--- src/rtl/dcache_load_aligner.sv ---
// rtl/dcache_load_aligner.sv - in-order load-return buffer with byte/halfword alignment and extension
module dcache_load_aligner #(
  parameter int DEPTH = 4
) (
  input  logic        clk,
  input  logic        rst,
  input  logic        req_valid,
  output logic        req_ready,
  input  logic [2:0]  req_funct3,
  input  logic [1:0]  req_mem_sel,
  input  logic [4:0]  req_rd,
  input  logic        mem_resp,
  input  logic [31:0] mem_rdata,
  output logic        out_valid,
  input  logic        out_ready,
  output logic [31:0] out_rdata,
  output logic [4:0]  out_rd,
  output logic        out_fault,
  output logic        resp_err
);

  localparam int PW = $clog2(DEPTH);
  localparam int CW = PW + 1;
  localparam logic [CW-1:0] FULL = CW'(DEPTH);

  localparam logic [2:0] F3_LB  = 3'd0;
  localparam logic [2:0] F3_LH  = 3'd1;
  localparam logic [2:0] F3_LW  = 3'd2;
  localparam logic [2:0] F3_LBU = 3'd4;
  localparam logic [2:0] F3_LHU = 3'd5;

  logic [PW-1:0]  wr_ptr_q, wr_ptr_d;
  logic [PW-1:0]  resp_ptr_q, resp_ptr_d;
  logic [PW-1:0]  rd_ptr_q, rd_ptr_d;
  logic [CW-1:0]  count_q, count_d;
  logic [CW-1:0]  pending_q, pending_d;
  logic [DEPTH-1:0] ok_q, ok_d;
  logic           resp_err_q, resp_err_d;

  logic [2:0]  f3_q   [DEPTH];
  logic [1:0]  sel_q  [DEPTH];
  logic [4:0]  rd_q   [DEPTH];
  logic [31:0] data_q [DEPTH];

  logic accept, resp_hit, pop;

  function automatic logic [31:0] align_data(input logic [2:0] f3, input logic [1:0] sel,
                                             input logic [31:0] w);
    logic [7:0]  b;
    logic [15:0] h;
    b = w[{sel, 3'b000} +: 8];
    h = w[{sel[1], 4'b0000} +: 16];
    case (f3)
      F3_LB:   align_data = {{24{b[7]}}, b};
      F3_LBU:  align_data = {24'd0, b};
      F3_LH:   align_data = {{16{h[15]}}, h};
      F3_LHU:  align_data = {16'd0, h};
      F3_LW:   align_data = w;
      default: align_data = 32'd0;
    endcase
  endfunction

  // Halfword faults ignore sel[1]; the data path still honours it.
  function automatic logic load_fault(input logic [2:0] f3, input logic [1:0] sel);
    case (f3)
      F3_LB, F3_LBU: load_fault = 1'b0;
      F3_LH, F3_LHU: load_fault = sel[0];
      F3_LW:         load_fault = (sel != 2'd0);
      default:       load_fault = 1'b1;
    endcase
  endfunction

  assign req_ready = (count_q < FULL);
  assign out_valid = ok_q[rd_ptr_q] && (count_q != '0);
  assign out_rdata = out_valid ? data_q[rd_ptr_q] : 32'd0;
  assign out_rd    = out_valid ? rd_q[rd_ptr_q] : 5'd0;
  assign out_fault = out_valid ? load_fault(f3_q[rd_ptr_q], sel_q[rd_ptr_q]) : 1'b0;
  assign resp_err  = resp_err_q;

  // pending_q is registered, so a same-cycle accept can never absorb this response.
  assign accept   = req_valid && req_ready;
  assign resp_hit = mem_resp && (pending_q != '0);
  assign pop      = out_valid && out_ready;

  always_comb begin
    wr_ptr_d   = wr_ptr_q;
    resp_ptr_d = resp_ptr_q;
    rd_ptr_d   = rd_ptr_q;
    ok_d       = ok_q;
    resp_err_d = resp_err_q | (mem_resp && (pending_q == '0));
    count_d    = count_q + CW'(accept) - CW'(pop);
    pending_d  = pending_q + CW'(accept) - CW'(resp_hit);
    if (accept) begin
      ok_d[wr_ptr_q] = 1'b0;
      wr_ptr_d       = wr_ptr_q + PW'(1);
    end
    if (resp_hit) begin
      ok_d[resp_ptr_q] = 1'b1;
      resp_ptr_d       = resp_ptr_q + PW'(1);
    end
    if (pop) begin
      ok_d[rd_ptr_q] = 1'b0;
      rd_ptr_d       = rd_ptr_q + PW'(1);
    end
  end

  always_ff @(posedge clk or posedge rst) begin
    if (rst) begin
      wr_ptr_q   <= '0;
      resp_ptr_q <= '0;
      rd_ptr_q   <= '0;
      count_q    <= '0;
      pending_q  <= '0;
      ok_q       <= '0;
      resp_err_q <= 1'b0;
    end else begin
      wr_ptr_q   <= wr_ptr_d;
      resp_ptr_q <= resp_ptr_d;
      rd_ptr_q   <= rd_ptr_d;
      count_q    <= count_d;
      pending_q  <= pending_d;
      ok_q       <= ok_d;
      resp_err_q <= resp_err_d;
    end
  end

  // Slot payload needs no reset: ok_q gates every use of it.
  always_ff @(posedge clk) begin
    if (accept) begin
      f3_q[wr_ptr_q]  <= req_funct3;
      sel_q[wr_ptr_q] <= req_mem_sel;
      rd_q[wr_ptr_q]  <= req_rd;
    end
    if (resp_hit) begin
      data_q[resp_ptr_q] <= align_data(f3_q[resp_ptr_q], sel_q[resp_ptr_q], mem_rdata);
    end
  end

endmodule

--- config.mk ---
export PLATFORM = sky130hd
export DESIGN_NAME = dcache_load_aligner
export DESIGN_NICKNAME = d
export VERILOG_FILES = /design/src/rtl/dcache_load_aligner.sv
export SDC_FILE = /design/constraint.sdc
export NUM_CORES = 1
export LEC_CHECK = 0
export CAP_MARGIN = 15
export CORE_ASPECT_RATIO = 0.6
export CORE_MARGIN = 2
export CORE_UTILIZATION = 38
export CTS_BUF_LIST = sky130_fd_sc_hd__clkbuf_4 sky130_fd_sc_hd__clkbuf_8
export DETAILED_ROUTE_END_ITERATION = 7
export PLACE_DENSITY = 0.59
export RECOVER_POWER = 100
export SLEW_MARGIN = 10
export SYNTH_ARGS = -nofsm -noshare
export SYNTH_HDL_FRONTEND = slang
export SYNTH_SLANG_ARGS = --single-unit
export TNS_END_PERCENT = 30
--- constraint.sdc ---
create_clock -name clk -period 2.2 [get_ports clk]
set_clock_uncertainty 0.05 [all_clocks]
set_input_delay 0.66 -clock clk [delete_from_list [all_inputs] [get_ports clk]]
set_output_delay 0.66 -clock clk [all_outputs]
set_load 0.05 [all_outputs]
# Word-level counts from Yosys, hierarchy flattened
# Memories as Yosys holds them, arrays and structs flattened.
# Cells that the tools add are included.
classes:
  addsub: 7
  n_lt_le_gt_ge: 7
  eq_ne: 8
  shifts: 2
  n_mux: 21
  bitwise_logic: 6
  n_reduce_logical: 16
ops:
  columns: ["operator", "n"]
  rows:
  - ["$pmux 32 s5", 1]
  - ["$mux 32", 2]
  - ["$shiftx 32x6->16", 1]
  - ["$shiftx 32x6->8", 1]
  - ["$eq 3x3->1 const B", 4]
  - ["$mux 4", 3]
  - ["$logic_not 3->1", 3]
  - ["$lt 2x3->1 const B", 3]
  - ["$mux 1", 9]
  - ["$and 4x4->4", 2]
  - ["$logic_and 1x1->1", 8]
  - ["$not 4->4", 2]
  - ["$add 2x1->2 const B", 3]
  - ["$add 3x1->3", 2]
  - ["$demux 1 s2", 3]
  - ["$eq 3x1->1 const B", 2]
  - ["$eq 3x2->1 const B", 2]
  - ["$ge 2x1->1 const B", 3]
  - ["$reduce_bool 3->1", 2]
  - ["$sub 3x1->3", 2]
  - ["$mux 5", 1]
  - ["$or 4x4->4", 1]
  - ["$reduce_or 2->1", 2]
  - ["$lt 3x3->1 const B", 1]
  - ["4 further kinds", 4]
totals:
  register_bits: 17
  mem_bits_rw: 168
  inputBits: 47
  output_inout_bits: 41
  elab_cells: 78
  mem_count: 4
memory_table:
  columns: ["memory", "depth", "width", "read_ports", "rd_ports_with_merged_regs", "wr", "line_no", "rtl"]
  rows:
  - ["data_q", 4, 32, 1, 0, 1, "43", "logic [31:0] data_q [DEPTH];"]
  - ["rd_q", 4, 5, 1, 0, 1, "42", "logic [4:0] rd_q [DEPTH];"]
  - ["f3_q", 4, 3, 2, 0, 1, "40", "logic [2:0] f3_q [DEPTH];"]
  - ["sel_q", 4, 2, 2, 0, 1, "41", "logic [1:0] sel_q [DEPTH];"]

# Longest topological paths before layout
logic_depth:
  word_depth: 11
  mapped_depth: 10
  ltp_nobuf: 9

# Worst setup path before layout
# No wires, ideal clock.
synth_path:
  kind: "register -> output"
  start: "reg rd_ptr_q[1]"
  end: "out out_fault"
  t_arrival_ps: 2058
  t_required_ps: 1490
  path_slack_ps: -568
  stages_incl_launch_ff: 7
  n_path_buf: 2
  path_cell_list: "dfrtp_1 -> clkbuf_1 -> buf_1 -> inv_1 -> nor3_1 -> o21ai_0 -> a21oi_1"
synth_via:
  elab_chain_len: 5
  elab_cells_between_ends: 15
  classes_between: "eq/ne (4); mux (4); reduce/logical (5); memory (2)"
synth_rtl:
  columns: ["item", "line_no", "rtl"]
  rows:
  - ["start: declaration", "34", "logic [PW-1:0] rd_ptr_q, rd_ptr_d;"]
  - ["start signal: assignment", "119", "rd_ptr_q <= rd_ptr_d;"]
  - ["$mem_v2 4x3", null, null]
  - ["$eq 3x1->1, or another cell as far along", "65", "case (f3)"]
  - ["$reduce_or 2->1", "65", null]
  - ["$pmux 1 s3", "65", null]
  - ["$mux 1 (*)", "77", "assign out_fault = out_valid ? load_fault(f3_q[rd_ptr_q], sel_q[rd_ptr_q]) : 1'b0;"]
  - ["end: declaration", "18", "output logic out_fault,"]
# Every way passes the cells marked *; elsewhere a longest branch is shown, timed or not. The select of a mux whose other input is x is not followed.

# Worst setup path in the final report
layout_path:
  start: "reg rd_ptr_q[0]"
  end: "out out_rdata[27]"
layout_via:
  elab_chain_len: 4
  elab_cells_between_ends: 5
  classes_between: "mux (3); reduce/logical (1); memory (1)"
layout_rtl:
  columns: ["item", "line_no", "rtl"]
  rows:
  - ["$bmux 1 s2", "74", "assign out_valid = ok_q[rd_ptr_q] && (count_q != '0);"]
  - ["$mux 1 (implied by the code)", "74", null]
  - ["$logic_and 1x1->1", "74", null]
  - ["$mux 32 (*)", "75", "assign out_rdata = out_valid ? data_q[rd_ptr_q] : 32'd0;"]
  - ["end: declaration", "16", "output logic [31:0] out_rdata,"]
# Marked as above.

==> results.toml <==
[worst_hold_path]
holdCritStartpoint = "resp_err"
hold_path.class = "reg2reg"

[cts]
clockBufferDepth = 2
cts-root-buf = "clkbuf_8"
cts-htree-levels = 4
clk_pin_slew_ns = 0.09
cts_buffers = 17
hold_buffers = 0
cts_sinks = 185
clk_latency_ns = 0.47
cts_tree = "built"

[timing]
setup_ws_ns = -0.654
maxSlewHeadroom = 0.318
worst_slew_pin_slew_ns = 1.02
rsz0062_at_grt = "yes"
fin_crit_sh = 1.30
slew_violations = 0
finalHoldViolCount = 0
whs_ns = 0.416
setup_viol = 186
fin_crit_ns = 2.85
max_freq_ghz = 0.350

[route]
wirelength_um = 20900
avgViaCountPerCell = 5.22
avgRoutedWirePerCell_um = 22.1
vias = 4932
drc = 0
drtAntennaViolNets = 0
drtPass1Iterations = 6
drt_iter0_markers = 581

[setup_path]
crit_slowest_cell = "mux4_2"
cp_max_fo = 7
critPathLaunchType = "register"
crit_chain = "buf_6 -> buf_12 -> buf_16 -> mux4_2 -> nor2b_4 -> buf_12"
cp_data_required_time_ns = 1.49
critPathTopFamily = "buffers and inverters"
crit_path_frequent_cell = "buf_12"
cp-startpoint = "rd_ptr_q[0]"
critPathBufInv = 4
worstPathArrival_ns = 2.14
slowest_delay_ns = 0.56
r2r_start = "rd_ptr_q[0]"
crit_path_end_kind = "output port"
crit_type = "reg2out"
r2r_slack_ns = -0.48

[logic_synthesis]
synth_edf_count = 168
yosysSeqAreaShare = 0.683
yosysTopAreaCell = "edfxtp_1"
synth.distinct_cells = 37
ys_ff_latch = 185
synth-main-ff-cell = "edfxtp_1"
syn_inst = 462
syn_area_mm2 = 0.00801
synth_nets = 525
yosys-top-cells-area = "edfxtp_1, mux4_2, dfrtp_1"
synth_top_cell_area_share = 0.630
syn_area_per_cell_um2 = 17.3
synthArstFlopShare = 0.0919
yosys_warnings = 0

[floorplanning]
initial_utilization = 0.385
dieHeight_um = 116
dieWidth_um = 191
pin_count = 88
rows = 41
die_area_mm2 = 0.0223
core_area_mm2 = 0.0208

[finish]
diodes = 0
layout.nets = 716
final_cells = 945
layout-drive-gt1-share = 0.444
areaGrowthSynthToFinish_pct = 43.5
final_common_cell = "edfxtp_1"
final_cell_mix = "edfxtp_1, buf_4, mux4_2"

[place]
io_buffers = 87
place_inst = 886
dp_hpwl_um = 13400
gp_congestion = 0.904

[grt]
grt-ovfl-total = 0
grt_max_degree = 33
track_usage = 0.197
antenna_found_initial = 0
grt_pass1_wl_um = 31000
grt_pass1_vias = 4965

[run_status]
status = "complete, but fails checks"
violations = "setup timing"

[run]
max_cap_violations = 0
-- metal layers --
metal | wire [µm] | share of wire | vias to the layer above | GRT usage
li1 | - | - | 2195 | -
met1 | 9730 | 0.47 | 2513 | 0.301
met2 | 9390 | 0.45 | 206 | 0.283
met3 | 1570 | 0.075 | 18 | 0.0502
met4 | 204 | 0.0098 | 0 | 0.0487
met5 | 0 | 0 | - | 0
-- kinds of logic after synthesis --
| kind of cell | Yosys count | synth area share |
|---|---|---|
| simple gates | 97 | 0.0642 |
| buf+inv | 44 | 0.0234 |
| xor+xnor | 9 | 0.00984 |
| compound gates | 58 | 0.0590 |
| fa+ha+maj | 16 | 0.0269 |
| flops | 185 | 0.683 |
| mux | 53 | 0.134 |
-- cell type report --
class,count,area [µm²]
fillers,1651,9330
flip-flops and latches,185,5470
multi-input cells,235,2790
repair buffers,196,2390
well taps,279,349
clock buffers,17,234
clock inverters,15,195
inverters,18,71.3
-- metrics by stage --
stage	utilization	setup TNS, ns	setup WS [ns]	cell area (µm²)
after detailed placement	0.497	-71.99	-0.422	10400
after CTS	0.550	-49.91	-0.705	11500
after global routing	0.552	-66.79	-0.735	11500
after floorplan	-	-18.55	-0.124	8280
final	0.552	-48.05	-0.654	11500
after global placement	0.497	-66.56	-0.336	10400
-- synth_stat cells (3+ instances only) --
cell and instances:
buf_2 6, nor2_1 9, dfrtp_1 17, ha_1 14
and2_1 5, xnor2_1 7, nor2b_1 40, nand2_1 25
inv_1 17, edfxtp_1 168, mux4_2 43, o21ai_0 6
nor3_1 6, o211ai_1 6, clkbuf_1 12, o211ai_2 10
mux2i_1 8, nor4_1 4, a21oi_1 15, or2_1 3
buf_1 6, a221o_1 14
-- repair_timing --
action	4_1_cts	5_1_grt
pin swaps	17	18
setup buffers	10	6
setup endpoints to repair	169	170
gates cloned	11	1
gates resized for setup	75	15
-- registers in the layout, indices dropped and copies added (netlist names) --
| name | cells |
|---|---|
| data_q | 128 |
| rd_q | 20 |
| f3_q | 12 |
| sel_q | 8 |
| ok_q | 4 |
| count_q | 3 |
| pending_q | 3 |
| rd_ptr_q | 2 |
| resp_ptr_q | 2 |
| wr_ptr_q | 2 |
| resp_err | 1 |
-- path summary, 6_finish.rpt --
path / end / cells past startpoint
min in group asynchronous: count_q[0] / 3
max reg2reg: count_q[2] / 13
min reg2reg: resp_err / 1
min: resp_err / 1
max: out_rdata[27] / 6
max in group asynchronous: rd_ptr_q[0] / 3
Power is left out: the tool's default activity adds up to more than one toggle a clock period on the data nets, which glitch-free logic cannot reach.
